## src/rtl/ci_dispatcher.sv

```systemverilog
// ci_dispatcher: routes one CPU custom-instruction request to one of NUM_CI attached units.
//
// A request in IDLE with an in-range ciN latches opcode/operands, pulses the selected unit's
// start, waits for that unit's done and returns a single registered done/result pair. An
// out-of-range ciN is answered immediately with result 0 and sets the sticky error flag.
// Requests are accepted only in IDLE; anything arriving in another state is dropped.
//
// Optional build macro: CI_DISPATCH_TIMEOUT_EN
//   When defined, a WAIT that lasts TIMEOUT_CYCLES cycles is forced to complete with
//   result 32'hDEADBEEF and error set. When undefined, WAIT holds until the unit responds.
//
// Ports:
//   clock, reset      system clock; synchronous active-high reset
//   start, ciN        CPU request pulse and opcode
//   valueA, valueB    CPU operands
//   done, result      1-cycle completion pulse and its result (0 when done is low)
//   busy              high in every state except IDLE
//   error             sticky: bad opcode or timeout; cleared only by reset
//   unitStart         one-hot 1-cycle start to the selected unit
//   unitN/A/B         latched opcode and operands, stable from ISSUE through RESP
//   unitDone          per-unit done
//   unitResult        per-unit results, unit k at [32k+31:32k]
module ci_dispatcher #(
  parameter int unsigned NUM_CI         = 4,
  parameter logic [7:0]  CI_ID_BASE     = 8'h00,
  parameter int unsigned TIMEOUT_CYCLES = 255
) (
  input  logic                   clock,
  input  logic                   reset,
  input  logic                   start,
  input  logic [7:0]             ciN,
  input  logic [31:0]            valueA,
  input  logic [31:0]            valueB,
  output logic                   done,
  output logic [31:0]            result,
  output logic                   busy,
  output logic                   error,
  output logic [NUM_CI-1:0]      unitStart,
  output logic [7:0]             unitN,
  output logic [31:0]            unitA,
  output logic [31:0]            unitB,
  input  logic [NUM_CI-1:0]      unitDone,
  input  logic [32*NUM_CI-1:0]   unitResult
);

  localparam int unsigned IdxW   = (NUM_CI > 1) ? $clog2(NUM_CI) : 1;
  localparam logic [7:0]  NumCi8 = 8'(NUM_CI);

  typedef enum logic [1:0] {StIdle, StIssue, StWait, StResp} state_e;

  state_e          state_q, state_d;
  logic [IdxW-1:0] idx_q, idx_d;
  logic            done_q, done_d;
  logic [31:0]     result_q, result_d;
  logic            error_q, error_d;
  logic [7:0]      n_q, n_d;
  logic [31:0]     a_q, a_d;
  logic [31:0]     b_q, b_d;

  logic [7:0]      diff;
  logic            in_range;
  logic            sel_done;
  logic [31:0]     sel_result;

`ifdef CI_DISPATCH_TIMEOUT_EN
  logic [7:0]      wait_cnt_q, wait_cnt_d;
  logic            timeout_hit;
  // This WAIT cycle is the TIMEOUT_CYCLES-th one.
  assign timeout_hit = ({1'b0, wait_cnt_q} + 9'd1) == 9'(TIMEOUT_CYCLES);
`endif

  // Unsigned 8-bit wrap makes opcodes below the base fall out of range as well.
  assign diff     = ciN - CI_ID_BASE;
  assign in_range = diff < NumCi8;

  // Only the selected unit's done/result are visible; others are ignored.
  always_comb begin
    sel_done   = 1'b0;
    sel_result = '0;
    unitStart  = '0;
    for (int k = 0; k < NUM_CI; k++) begin
      if (idx_q == IdxW'(k)) begin
        sel_done     = unitDone[k];
        sel_result   = unitResult[32*k +: 32];
        unitStart[k] = (state_q == StIssue);
      end
    end
  end

  always_comb begin
    state_d  = state_q;
    idx_d    = idx_q;
    done_d   = 1'b0;
    result_d = '0;
    error_d  = error_q;
    n_d      = n_q;
    a_d      = a_q;
    b_d      = b_q;
`ifdef CI_DISPATCH_TIMEOUT_EN
    wait_cnt_d = wait_cnt_q;
`endif
    unique case (state_q)
      StIdle: begin
        if (start) begin
          if (in_range) begin
            idx_d   = diff[IdxW-1:0];
            n_d     = ciN;
            a_d     = valueA;
            b_d     = valueB;
            state_d = StIssue;
`ifdef CI_DISPATCH_TIMEOUT_EN
            wait_cnt_d = '0;
`endif
          end else begin
            error_d = 1'b1;
            done_d  = 1'b1;
            state_d = StResp;
          end
        end
      end
      StIssue: begin
        if (sel_done) begin
          done_d   = 1'b1;
          result_d = sel_result;
          state_d  = StResp;
        end else begin
          state_d = StWait;
        end
      end
      StWait: begin
        if (sel_done) begin
          done_d   = 1'b1;
          result_d = sel_result;
          state_d  = StResp;
        end
`ifdef CI_DISPATCH_TIMEOUT_EN
        else if (timeout_hit) begin
          done_d   = 1'b1;
          result_d = 32'hDEADBEEF;
          error_d  = 1'b1;
          state_d  = StResp;
        end else begin
          wait_cnt_d = wait_cnt_q + 8'd1;
        end
`endif
      end
      StResp: state_d = StIdle;
      default: state_d = StIdle;
    endcase
  end

  always_ff @(posedge clock) begin
    if (reset) begin
      state_q  <= StIdle;
      idx_q    <= '0;
      done_q   <= 1'b0;
      result_q <= '0;
      error_q  <= 1'b0;
      n_q      <= '0;
      a_q      <= '0;
      b_q      <= '0;
`ifdef CI_DISPATCH_TIMEOUT_EN
      wait_cnt_q <= '0;
`endif
    end else begin
      state_q  <= state_d;
      idx_q    <= idx_d;
      done_q   <= done_d;
      result_q <= result_d;
      error_q  <= error_d;
      n_q      <= n_d;
      a_q      <= a_d;
      b_q      <= b_d;
`ifdef CI_DISPATCH_TIMEOUT_EN
      wait_cnt_q <= wait_cnt_d;
`endif
    end
  end

  assign done   = done_q;
  assign result = result_q;
  assign busy   = (state_q != StIdle);
  assign error  = error_q;
  assign unitN  = n_q;
  assign unitA  = a_q;
  assign unitB  = b_q;

endmodule

```

## config.mk

```make
export PLATFORM = sky130hd
export DESIGN_NAME = ci_dispatcher
export DESIGN_NICKNAME = d
export VERILOG_FILES = /design/src/rtl/ci_dispatcher.sv
export SDC_FILE = /design/constraint.sdc
export NUM_CORES = 1
export LEC_CHECK = 0
export CORE_AREA = 5 5 121 123
export CTS_BUF_LIST = sky130_fd_sc_hd__clkbuf_8
export CTS_CLUSTER_DIAMETER = 40
export CTS_CLUSTER_SIZE = 10
export DETAILED_ROUTE_END_ITERATION = 16
export DIE_AREA = 0 0 126 128
export GPL_TIMING_DRIVEN = 0
export HOLD_SLACK_MARGIN = 0.12
export PLACE_DENSITY = 0.81
export SLEW_MARGIN = 15
export SYNTH_ARGS = -nofsm -noshare
export SYNTH_HDL_FRONTEND = slang
export SYNTH_SLANG_ARGS = --single-unit
```

## constraint.sdc

```tcl
create_clock -name clock -period 4.11 [get_ports clock]
set_input_delay 0.822 -clock clock [delete_from_list [all_inputs] [get_ports clock]]
set_output_delay 0.822 -clock clock [all_outputs]
set_load 0.01 [all_outputs]
```

# ---- Yosys cells after proc, flatten, opt, wreduce, memory -nomap -nowiden
# Cells that the tools add are included.
dict set report word_totals {
  ff_bits 110
  inputBits 207
  wordCells 49
  out_inout_bits 111
}
dict set report op_classes {
  mux 21
  eq_ne 8
  reduce_logical 8
  n_bitwise 3
  magnitude_cmp 1
}
# operator count
set ops {}
lappend ops {{32-bit 2-to-1 mux} 4}
lappend ops {{1-bit 2-to-1 mux} 12}
lappend ops {{2-bit == test, second input constant} 4}
lappend ops {{8-bit by 3-bit less-than comparator with 1-bit output, second input constant} 1}
lappend ops {{2-bit case mux with 4 select lines} 1}
lappend ops {{2-bit 2-to-1 mux} 3}
lappend ops {{3-bit AND reduction} 2}
lappend ops {{2-bit by 1-bit == test with 1-bit output, second input constant} 2}
lappend ops {{2-bit zero test} 2}
lappend ops {{2-bit inequality test, second input constant} 2}
lappend ops {{1-bit inverter} 3}
lappend ops {{3-bit OR reduction} 1}
lappend ops {{1-bit case mux with 2 select lines} 1}
lappend ops {{2-bit AND reduction} 1}
lappend ops {{2-bit nonzero test} 1}
lappend ops {{2-bit OR reduction} 1}

# ---- Depth between registers and ports, before layout
# Gate-level depths: netlist of the first run.
dict set report depth {
  depth_word 7
  depth_mapped 8
  depth_no_buf 5
}

# ---- Worst setup path before layout of the first run
# Ideal clock, no wire load.
dict set report synth_path {
  path_kind {input port to flip-flop}
  startpoint {input port ciN[4]}
  endpoint {register a_q[10] (netlist: unitA[10])}
  n_path_buf 3
  required_time_ns 3.978
  path_slack_ns 1.950
  cell_stages 6
  arrival_time_ns 2.028
  path_cell_list {or4_1 clkbuf_1 buf_6 buf_6 o31ai_1 a21oi_1}
}
dict set report synth_between {
  elab_chain_len 2
}
# element line_no
set synth_rtl {}
lappend synth_rtl {{start: declaration} 31} ;# input logic [7:0] ciN,
lappend synth_rtl {{8-bit by 3-bit less-than comparator with 1-bit output} 74} ;# assign in_range = diff < NumCi8;
lappend synth_rtl {{3-bit AND reduction (no line)} n/a}
lappend synth_rtl {{end signal: assignment} 160} ;# a_q <= '0;
lappend synth_rtl {{end signal: assignment} 172} ;# a_q <= a_d;
lappend synth_rtl {{end: declaration} 57} ;# logic [31:0] a_q, a_d;
# Every way passes these cells.
# A chain may end at the register's enable or synchronous reset.

==> flow_metrics.tcl, run 1 <==
set metrics [dict create \
    firstDrtPassIters 5 \
    fp.dieH_um 128 \
    via_count 5439 \
    leakagePower_nw 2.76 \
    final_core_util_pct 62.8 \
    placed_area_sq_um 8310 \
    drt_iter0_markers 293 \
    die_x_um 126 \
    ys_types 32 \
    grt.total_usage_pct 25.4 \
    regArea_sq_um 2160 \
    place_congestion 0.921 \
    ys_warn_count 0 \
    drive_gt1_share_pct 7.90 \
    status "completed" \
    syn_area_sq_um 4910 \
    tightest_slew_ns 0.838 \
    switching_share_pct 30.4 \
    grt_pass1_vias 5556 \
    final.setup.tns_ns 0 \
    cp-start-kind "register" \
    cts_made_buffers 9 \
    setup_viol 0 \
    hold_class "register to register" \
    drv_cap 0 \
    hold_viol 0 \
    power_mw 2.55 \
    skew_ns 0.00746 \
    fin_crit_ns 3.30 \
    power_switching_uw 775 \
    top_level_ports 318 \
    routedWlPerCell_um 21.4 \
    min_path_cells 2 \
    layout_worst_path_cycle_share_pct 80.4 \
    post_cts_buffers 0 \
    r2r_setup_slack_ns 1.87 \
    cts_hold_buffers 0 \
    cell_internal_pwr_mw 1.78 \
    synth_fp_nets 688 \
    fillers 1111 \
    max_freq_ghz 0.303 \
    vias_per_cell 5.48 \
    area_growth_pct 73.5 \
    wl_mm 21.2 \
    critPathRequiredTime_ns 3.29 \
    grt_pass1_wl_mm 31.7 \
    ant_nets 0 \
    relSlewSlack_pct 43.6 \
    endpoint_kind "output pin" \
    ys_ff_latch 108 \
    fin_hold_ws_ns 0.459 \
    antenna_found_initial 5 \
    power-per-cell-area_nw_per_um2 300 \
    rows 43 \
    drc 0 \
    synthCells 477 \
    pwr-share-comb_pct 30.2 \
    yosysSeqAreaShare_pct 44.0 \
    rsz0062_at_grt "false" \
    overflow 0 \
    dp_hpwl_mm 17.3 \
    slew_violations 0 \
    coreArea_sq_um 13600 \
    grt_max_degree 18 \
    cts_resized 0 \
    place.port_buffers 317 \
    cts_tree "done" \
    vdd_drop_max_mv 0.157 \
    cp_max_fo 10 \
    ctsLongestPathBuffers 2 \
    final_nets 1016 \
    clock_latency_ns 0.37 \
    rr_worst_depth 8 \
    h-tree-depth 3 \
    cts_num_sinks 108 \
    multi_input_area_sq_um 2450 \
    cp_data_arrival_time_ns 2.48 \
    ctsRootBufferMaster "clkbuf_8" \
    clkPwrFrac_pct 25.8 \
    power_frac_seq_pct 44.0 \
    start_util_pct 36.2 \
    dieArea_sq_um 16100 \
    synth_area_per_cell_sq_um 10.3 \
    crit_type "register to output pin" \
    design_area_sq_um 8510 \
    clk_pin_slew_ns 0.10 \
]
## final cells by class
cell class	count	share of cell area (%)
Clock buffer	10	1.62
Buffer	64	3.23
Timing Repair Buffer	317	37.3
Sequential cell	108	25.4
Antenna cell	3	0.0882
Inverter	5	0.220
Tap cell	180	2.65
Multi-Input combinational cell	300	28.8
Clock inverter	6	0.735
## metrics by stage
stage	setup WS, ns	std cells
2_1_floorplan	1.95	477
3_3_place_gp	1.08	974
3_5_place_dp	0.972	974
4_1_cts	0.766	990
5_1_grt	0.663	993
6_report	0.806	993
## state kept, by name (all words and copies together) (netlist names)
register	cells
result	32
unitA	32
unitB	32
unitN	7
state_q	2
done	1
error	1
idx_q	1
## path summary, 6_finish.rpt
| path | from | end |
|---|---|---|
| worst min-delay path | error$_SDFFE_PP0P_ | error$_SDFFE_PP0P_ |
| worst max register to register | state_q[0]$_SDFFE_PP0P_ | unitA[27]$_SDFFE_PP0P_ |
| worst min register to register | error$_SDFFE_PP0P_ | error$_SDFFE_PP0P_ |
| worst max-delay path | unitN[1]$_SDFFE_PP0P_ | unitStart[3] |
## layout by cell type, fill, tap and decap left out, drive strengths merged, types with 3 or more instances in the layout
cell,Yosys,routed
clkdlybuf4s50,0,317
dfxtp,108,108
a21oi,67,67
nand4,66,66
o31ai,66,66
clkbuf,47,57
mux4,33,33
nor2b,33,33
buf,17,17
nor3b,7,7
inv,5,6
ha,4,4
clkinv,0,4
diode,0,3
nand2,3,3
nor2,3,3
nor3,3,3
## cell families after synthesis
| group | Yosys count | synth area share, % |
|---|---|---|
| AOI/OAI and AO/OA | 139 | 17.9 |
| and+or+nand+nor | 123 | 15.7 |
| DFF | 108 | 44.0 |
| buffers and inverters | 69 | 5.99 |
| muxes | 34 | 15.3 |
| adders and majority gates | 4 | 1.02 |
## power by group through the flow
stage | Sequential, mW | Combinational, mW | Clock [mW]
after floorplan | 1.17 | 0.316 | 0
after global placement | 1.15 | 0.746 | 0
after detailed placement | 1.15 | 0.766 | 0
after CTS | 1.12 | 0.771 | 0.682
after global routing | 1.13 | 0.832 | 0.725
final | 1.12 | 0.770 | 0.659
## cell usage after synthesis
library cell  instances  area, sq um
a2111oi_0             1         8.76
a211oi_1              1         7.51
a21oi_1              67          335
a221oi_1              1         8.76
a311o_1               1         10.0
and2_1                1         6.26
and3_1                1         6.26
and3b_1               1         8.76
buf_1                 4         15.0
buf_2                10         50.1
buf_6                 3         33.8
clkbuf_1             47          176
dfxtp_1             108         2160
ha_1                  4         50.1
inv_1                 5         18.8
mux2i_1               1         10.0
mux4_2               33          743
nand2_1               3         11.3
nand2b_1              1         6.26
nand3b_1              1         7.51
nand4_1              66          413
nor2_1                3         11.3
nor2b_1              33          206
nor3_1                2         10.0
nor3_2                1         10.0
nor3b_1               7         52.6
nor4_1                1         6.26
o21ai_0               1         5.00
o22a_1                1         8.76
o31ai_1              66          495
or2_2                 1         6.26
or4_1                 1         7.51
## critical path: stages (launching register included)
cell and delay, ns:
dfxtp_1 0.42, clkbuf_1 0.45, buf_1 0.47, and3_1 0.24
clkdlybuf4s50_1 0.53
## routing by layer
metal	up-vias	global-route usage, %	share of wire [%]
met1	2581	29.3	38
met3	45	7.21	8.1
met2	302	44.6	51
li1	2507	-	-
met5	-	0	0.099
met4	4	10.3	2.7
(Power assumes the default switching activity.)
==> run 2: changes to the inputs <==
Settings changed: CORE_AREA 5 5 121 123 to not set, CORE_MARGIN set to 5, CORE_UTILIZATION set to 38, DIE_AREA 0 0 126 128 to not set, PLACE_DENSITY 0.81 to 0.84.
Clock period 4.11 ns to 3.2 ns, I/O delays scaled along.
==> run 2 against run 1 <==
Net effect:
- first-iteration DRC count grew 58%
- via count grew 1.5%
- clock skew grew 0.00090 ns
- sequential share of layout area grew 0.071 points
- clock power grew 18%
- critical path depth is the same
- final cell count shrank 0.50%
- global-route usage grew 0.94 points
- clock-buffer cell count is the same
- power grew 26%
- register-to-register slack lost 1.0 ns
- routed wire length shrank 0.26%
- critical path type unchanged
==> flow_metrics.tcl, run 2 (synthesized netlist as in run 1, its figures left out) <==
set metrics [dict create \
    status "completed" \
    place.port_buffers 317 \
    post_cts_buffers 0 \
    h-tree-depth 3 \
    place_ws_ns 0.199 \
    start_util_pct 38.9 \
    antenna_found_initial 5 \
    layout_worst_path_cycle_share_pct 92.1 \
    cp-start-kind "register" \
    cts_tree "done" \
    power_mw 3.22 \
    fillers 983 \
    hold_class "register to register" \
    instances_no_fill 988 \
    ctsLongestPathBuffers 2 \
    top_level_ports 318 \
    ant_nets 0 \
    coreArea_sq_um 12600 \
    rsz0062_at_grt "false" \
    leakagePower_nw 2.75 \
    drive_gt1_share_pct 8.02 \
    fin_crit_ns 2.95 \
    tightest_slew_ns 0.907 \
    switching_share_pct 31.6 \
    power_switching_mw 1.02 \
    skew_ns 0.00836 \
    hold_viol 0 \
    ctsRootBufferMaster "clkbuf_8" \
    clk_pin_slew_ns 0.10 \
    relSlewSlack_pct 39.0 \
    critPathRequiredTime_ns 2.56 \
    grt.total_usage_pct 26.4 \
    firstDrtPassIters 5 \
    drc 0 \
    final_cell_mix "clkdlybuf4s50_1, dfxtp_1, a21oi_1" \
    dp.cells 966 \
    crit_type "register to output pin" \
    rows 41 \
    grt_pass1_vias 5578 \
    cts_hold_buffers 0 \
    routedWlPerCell_um 21.4 \
    area_growth_pct 73.0 \
    cell_internal_pwr_mw 2.20 \
    overflow 0 \
    vias_per_cell 5.59 \
    clkPwrFrac_pct 24.1 \
    slew_violations 0 \
    setup_viol 0 \
    fin_hold_ws_ns 0.461 \
    die_x_um 124 \
    endpoint_kind "output pin" \
    cts_num_sinks 108 \
    wl_mm 21.2 \
    drt_iter0_markers 464 \
    pwr-share-comb_pct 31.0 \
    vdd_drop_max_mv 0.178 \
    cp_data_arrival_time_ns 2.31 \
    cts_made_buffers 9 \
    setup_ws_ns 0.253 \
    place_congestion 0.941 \
    final.setup.tns_ns 0 \
    fp.dieH_um 124 \
    grt_pass1_wl_mm 30.4 \
    final_nets 1016 \
    power-per-cell-area_nw_per_um2 379 \
    dp_hpwl_mm 16.9 \
    via_count 5518 \
    cp_max_fo 10 \
    grt_max_degree 18 \
    power_frac_seq_pct 44.9 \
    drv_cap 0 \
    clock_latency_ns 0.38 \
    final_common_cell "clkdlybuf4s50_1" \
    max_freq_ghz 0.339 \
    dieArea_sq_um 15300 \
]
==> run 2: metrics by stage <==
| step | cell area (sq um) | utilization [%] |
|---|---|---|
| 6_report | 8490 | 67.3 |
| 5_1_grt | 8490 | 67.3 |
| 4_1_cts | 8470 | 67.2 |
| 3_5_place_dp | 8300 | 65.7 |
| 3_3_place_gp | 8300 | 65.7 |
| 2_1_floorplan | 4910 | - |
==> run 2: metal layers <==
| metal | up-vias | routed length [um] | global-route usage, % | share of wire, % |
|---|---|---|---|---|
| li1 | 2513 | - | - | - |
| met1 | 2617 | 7570 | 28.4 | 36 |
| met2 | 327 | 10500 | 45.7 | 50 |
| met3 | 61 | 2130 | 8.08 | 10 |
| met4 | 0 | 933 | 14.9 | 4.4 |
| met5 | - | 0 | 0 | 0 |
==> run 2: cell type report <==
class | instances | area (sq um) | share of cell area, %
multi-input cells | 300 | 2450 | 28.9
well taps | 172 | 215 | 2.53
flip-flops and latches | 108 | 2160 | 25.5
inverters | 5 | 18.8 | 0.221
plain buffers | 64 | 277 | 3.26
clock inverters | 6 | 40.0 | 0.472
diodes | 6 | 15.0 | 0.177
clock buffers | 10 | 138 | 1.62
repair buffers | 317 | 3170 | 37.4
==> run 2: power groups by stage <==
stage               registers, mW  logic [mW]  clock network, mW
global route                 1.45        1.07              0.851
finish                       1.45       0.997              0.775
CTS                          1.45       0.991              0.801
floorplan                    1.50       0.406                  0
global placement             1.47       0.953                  0
detailed placement           1.48       0.986                  0
==> run 2: repair_timing <==
item,CTS,global route
hold endpoints to repair,0,0
endpoints found under the setup margin,0,2
gates resized for setup,0,2
==> run 2: critical path, cell delays in order, from the launching register on <==
cell             delay, ns
dfxtp_1               0.40
clkbuf_2              0.30
buf_1                 0.46
and3_1                0.24
clkdlybuf4s50_1       0.53
==> run 2: final timing paths <==
kind	start	to	slack (ns)	depth (start not counted)
setup / recovery	unitN[1]$_SDFFE_PP0P_	unitStart[3]	0.25	4
setup reg to reg	state_q[0]$_SDFFE_PP0P_	unitA[15]$_SDFFE_PP0P_	0.85	8
hold / removal	error$_SDFFE_PP0P_	error$_SDFFE_PP0P_	0.46	2
hold reg to reg	error$_SDFFE_PP0P_	error$_SDFFE_PP0P_	0.46	2
==> RTL change 1 (flow settings as in run 1) <==
Build with the macro `CI_DISPATCH_TIMEOUT_EN` defined.
--- a/src/rtl/ci_dispatcher.sv
+++ b/src/rtl/ci_dispatcher.sv
@@ -21,4 +21,6 @@
 //   unitDone          per-unit done
 //   unitResult        per-unit results, unit k at [32k+31:32k]
+`define CI_DISPATCH_TIMEOUT_EN
+
 module ci_dispatcher #(
   parameter int unsigned NUM_CI         = 4,
Function: same outputs for any inputs over 4 cycles, from zero or initial values and one cycle with reset high; that may be too few to reach the edited logic, so the function may still have changed.
==> RTL change 1 against run 1 <==
- final area up 4.9%
- fmax down 6.1%
- synthesized area increased by 5.1%
- clock skew hardly changed
- routed wire length is 7.7% lower
- die area is the same
- setup slack worse by 220 ps
- total power increased by 13%
- sequential cell count up 8
==> RTL change 1: results (changes against run 1) <==
maximum vdd drop=0.238 mV (+51%); 1st-pass router iterations=6 (+1); Worst slew margin=0.302 (-0.134); number of global-route vias before repair=5439 (-2.1%); clock skew=7.64 ps (+0.180 ps); dpl cells=1064 (+9.2%); R2R depth=9 (+1); Syn Nets=781 (+14%); Largest stage delay, worst path=610 ps (+80 ps); met3 WL=2000 microns (+16%); CP max stage cell=buf_1; met2 wire len=9560 microns (-11%); grt met3 use=0.106 (+0.0342); final worst slack=590 ps (-216 ps); dpl ws=544 ps (-428 ps); via/cell ratio=4.93 (-9.9%); syn_area_per_cell=9.10 sq um (-12%); Post-DP Area=0.00856 sq mm (+3.0%); top-area cell type share of the netlist area=0.450 (+0.00957); r2r startpoint=wait_cnt_q[1]; top post-synthesis cells by count=nand2_1 (148), dfxtp_1 (116), a21oi_1 (68); status=finished, final reports clean; grt met2 use=0.399 (-0.0466); FF/Latch Area=0.00232 sq mm (+7.4%); r2r setup slk=1420 ps (-450 ps); Worst-Skew Late Latency=430 ps (+60 ps); synth top area cells=dfxtp_1 (45%), mux4_2 (14%), nand2_1 (11%); Leak Pwr=3.09 nW (+12%); Internal=0.00208 W (+17%); Post-Route WL=19600 microns (-7.7%); H-tree depth=4 (+1)
## RTL change 1: logic make-up (layout without fill, tap and decap cells)
group           count (synthesis)  after routing  synth area share
simple gates                  236            236             0.216
buf+inv                        60            409            0.0478
flops                         116            116             0.450
fa+ha+maj                       7              7            0.0170
xor+xnor                        2              2           0.00340
mux                            35             35             0.146
compound gates                111            111             0.121
## RTL change 1: power by group through the flow
stage	Combinational (W)	Sequential [W]	Clock, W
3_5_place_dp	0.000702	0.00122	0
2_1_floorplan	0.000290	0.00124	0
6_report	0.000707	0.00120	0.000979
3_3_place_gp	0.000698	0.00122	0
4_1_cts	0.000707	0.00120	0.00100
5_1_grt	0.000760	0.00120	0.00106
## RTL change 1: area by class of cell
cell class | count | share of cell area
Timing Repair Buffer | 317 | 0.355
Clock buffer | 21 | 0.0324
Multi-Input combinational cell | 391 | 0.290
Clock inverter | 11 | 0.00953
Inverter | 20 | 0.00840
Tap cell | 180 | 0.0252
Sequential cell | 116 | 0.260
Buffer | 40 | 0.0192
==> RTL change 2 (config.mk and constraints of run 1) <==
Without the edit above. Put a register stage on the output `unitStart`, cleared by the reset. The value now appears one clock later. The other outputs are not delayed to match. Comments in the files are not updated.
--- a/src/rtl/ci_dispatcher.sv
+++ b/src/rtl/ci_dispatcher.sv
@@ -49,4 +49,6 @@
   typedef enum logic [1:0] {StIdle, StIssue, StWait, StResp} state_e;
 
+  logic [NUM_CI-1:0] unitStart_d;
+
   state_e          state_q, state_d;
   logic [IdxW-1:0] idx_q, idx_d;
@@ -78,10 +80,10 @@
     sel_done   = 1'b0;
     sel_result = '0;
-    unitStart  = '0;
+    unitStart_d = '0;
     for (int k = 0; k < NUM_CI; k++) begin
       if (idx_q == IdxW'(k)) begin
         sel_done     = unitDone[k];
         sel_result   = unitResult[32*k +: 32];
-        unitStart[k] = (state_q == StIssue);
+        unitStart_d[k] = (state_q == StIssue);
       end
     end
@@ -186,4 +188,12 @@
   assign unitB  = b_q;
 
+  always_ff @(posedge clock) begin
+    if (reset) begin
+      unitStart <= '0;
+    end else begin
+      unitStart <= unitStart_d;
+    end
+  end
+
 endmodule
 
Function: changed (Yosys sat finds a counterexample within 4 cycles, from zero or initial values and one cycle with reset high).
==> RTL change 2 against run 1 <==
- clock power shrank 2%
- hold slack lost 2.7 ps
- total power shrank 5.8%
- non-clock buffer count shrank 30
- synthesized area shrank 8.1%
- synthesized cell count shrank 4.6%
- sequential cell count grew 4
- final area shrank 4.9%
- combinational power shrank 24%
- cell count shrank 2.5%
- setup slack gained 690 ps
- routed wire length shrank 20%
- largest cell class unchanged
==> RTL change 2: results (changes against run 1) <==
Antenna diodes=0 (-3); Avg WL per Cell=17.6 microns (-18%); met3 WL=1380 microns (-20%); Syn Nets=666 (-3.2%); Layout fillers=1185 (+6.7%); Met1 Wirelength=6820 microns (-16%); clock skew=10.0 ps (+2.58 ps); first-pass GRT wire length=25400 microns (-20%); r2r setup slk=2060 ps (+190 ps); layout cells sized above 1=0.0825 (+0.00347); top post-synthesis cells by count=nand2_1 (135), dfxtp_1 (112), a21oi_1 (68); Slew @ Worst Pin=670 ps (-168 ps); highest routed metal layer=met4; Final Wtd Congestion=0.887 (-3.6%); number of global-route vias before repair=4323 (-22%); Fin Hold WS=457 ps (-2.73 ps); CP Max Fanout=8 (-2); 1st-pass router iterations=4 (-1); sequential cell area fraction in the yosys report=0.497 (+0.0566); maximum vdd drop=0.278 mV (+77%); synth top area cells=dfxtp_1 (50%), mux4_2 (16%), nand2_1 (11%); met2 wire len=8620 microns (-20%); antenna violations before repair=0 (-5); status=finished, final reports clean; post-synth cell types=31 (-3.1%); Iter 0 DRT Violations=197 (-33%); Total GRT Usage=0.206 (-0.0482)
## RTL change 2: changes by cell type after synthesis, moves of 4 or more
cell	run 1	this run
and2_1	1	6
clkbuf_1	47	16
dfxtp_1	108	112
nand2_1	3	135
nand4_1	66	1
nor3b_1	7	0
o31ai_1	66	0
## RTL change 2: worst max-delay path, stage by stage (launching register included)
cell and delay, ps:
dfxtp_1 420, inv_1 80, ha_1 270, inv_1 90
clkdlybuf4s50_1 550
## RTL change 2: path summary, 6_finish.rpt
| path | from | endpoint | cells past startpoint |
|---|---|---|---|
| max | state_q[1] | busy | 4 |
| min | unitA[24] | unitA[24] | 2 |
| max reg2reg | state_q[1] | unitB[30] | 7 |
| min reg2reg | unitA[24] | unitA[24] | 2 |
## RTL change 2: where the power goes
part | leakage, nW | internal [W] | switching, W
Combinational | 1.76 | 0.000363 | 0.000226
Sequential | 0.905 | 0.00114 | 0.0000234
Clock | 0.106 | 0.000278 | 0.000370
## RTL change 2: layout make-up
cell class / count / area share
Tap cell: 180 / 0.0278
Inverter: 5 / 0.00232
Timing Repair Buffer: 317 / 0.392
Sequential cell: 112 / 0.277
Clock buffer: 9 / 0.0153
Buffer: 34 / 0.0219
Multi-Input combinational cell: 304 / 0.256
Clock inverter: 7 / 0.00803
## RTL change 2: per-stage QoR
stage | instances | utilization | worst slack [ps] | cell area, sq um
finish | 968 | 0.597 | 1500 | 8100
global route | 968 | 0.597 | 1350 | 8100
CTS | 968 | 0.597 | 1450 | 8100
detailed placement | 952 | 0.583 | 1140 | 7910
global placement | 952 | 0.583 | 1180 | 7910
floorplan | 455 | - | 2100 | 4510
## RTL change 2: routing by layer
| metal | up-vias | global-route usage |
|---|---|---|
| met2 | 178 | 0.352 |
| met5 | - | 0 |
| met1 | 2082 | 0.250 |
| met4 | 0 | 0.0511 |
| li1 | 2190 | - |
| met3 | 19 | 0.0725 |
## RTL change 2: kinds of logic after synthesis
| family | share of synthesized area |
|---|---|
| AO/OA/AOI/OAI | 0.0832 |
| adder cells (fa/ha/maj) | 0.0111 |
| buffers and inverters | 0.0436 |
| flip-flops | 0.497 |
| multiplexers | 0.174 |
| AND/OR/NAND/NOR | 0.191 |
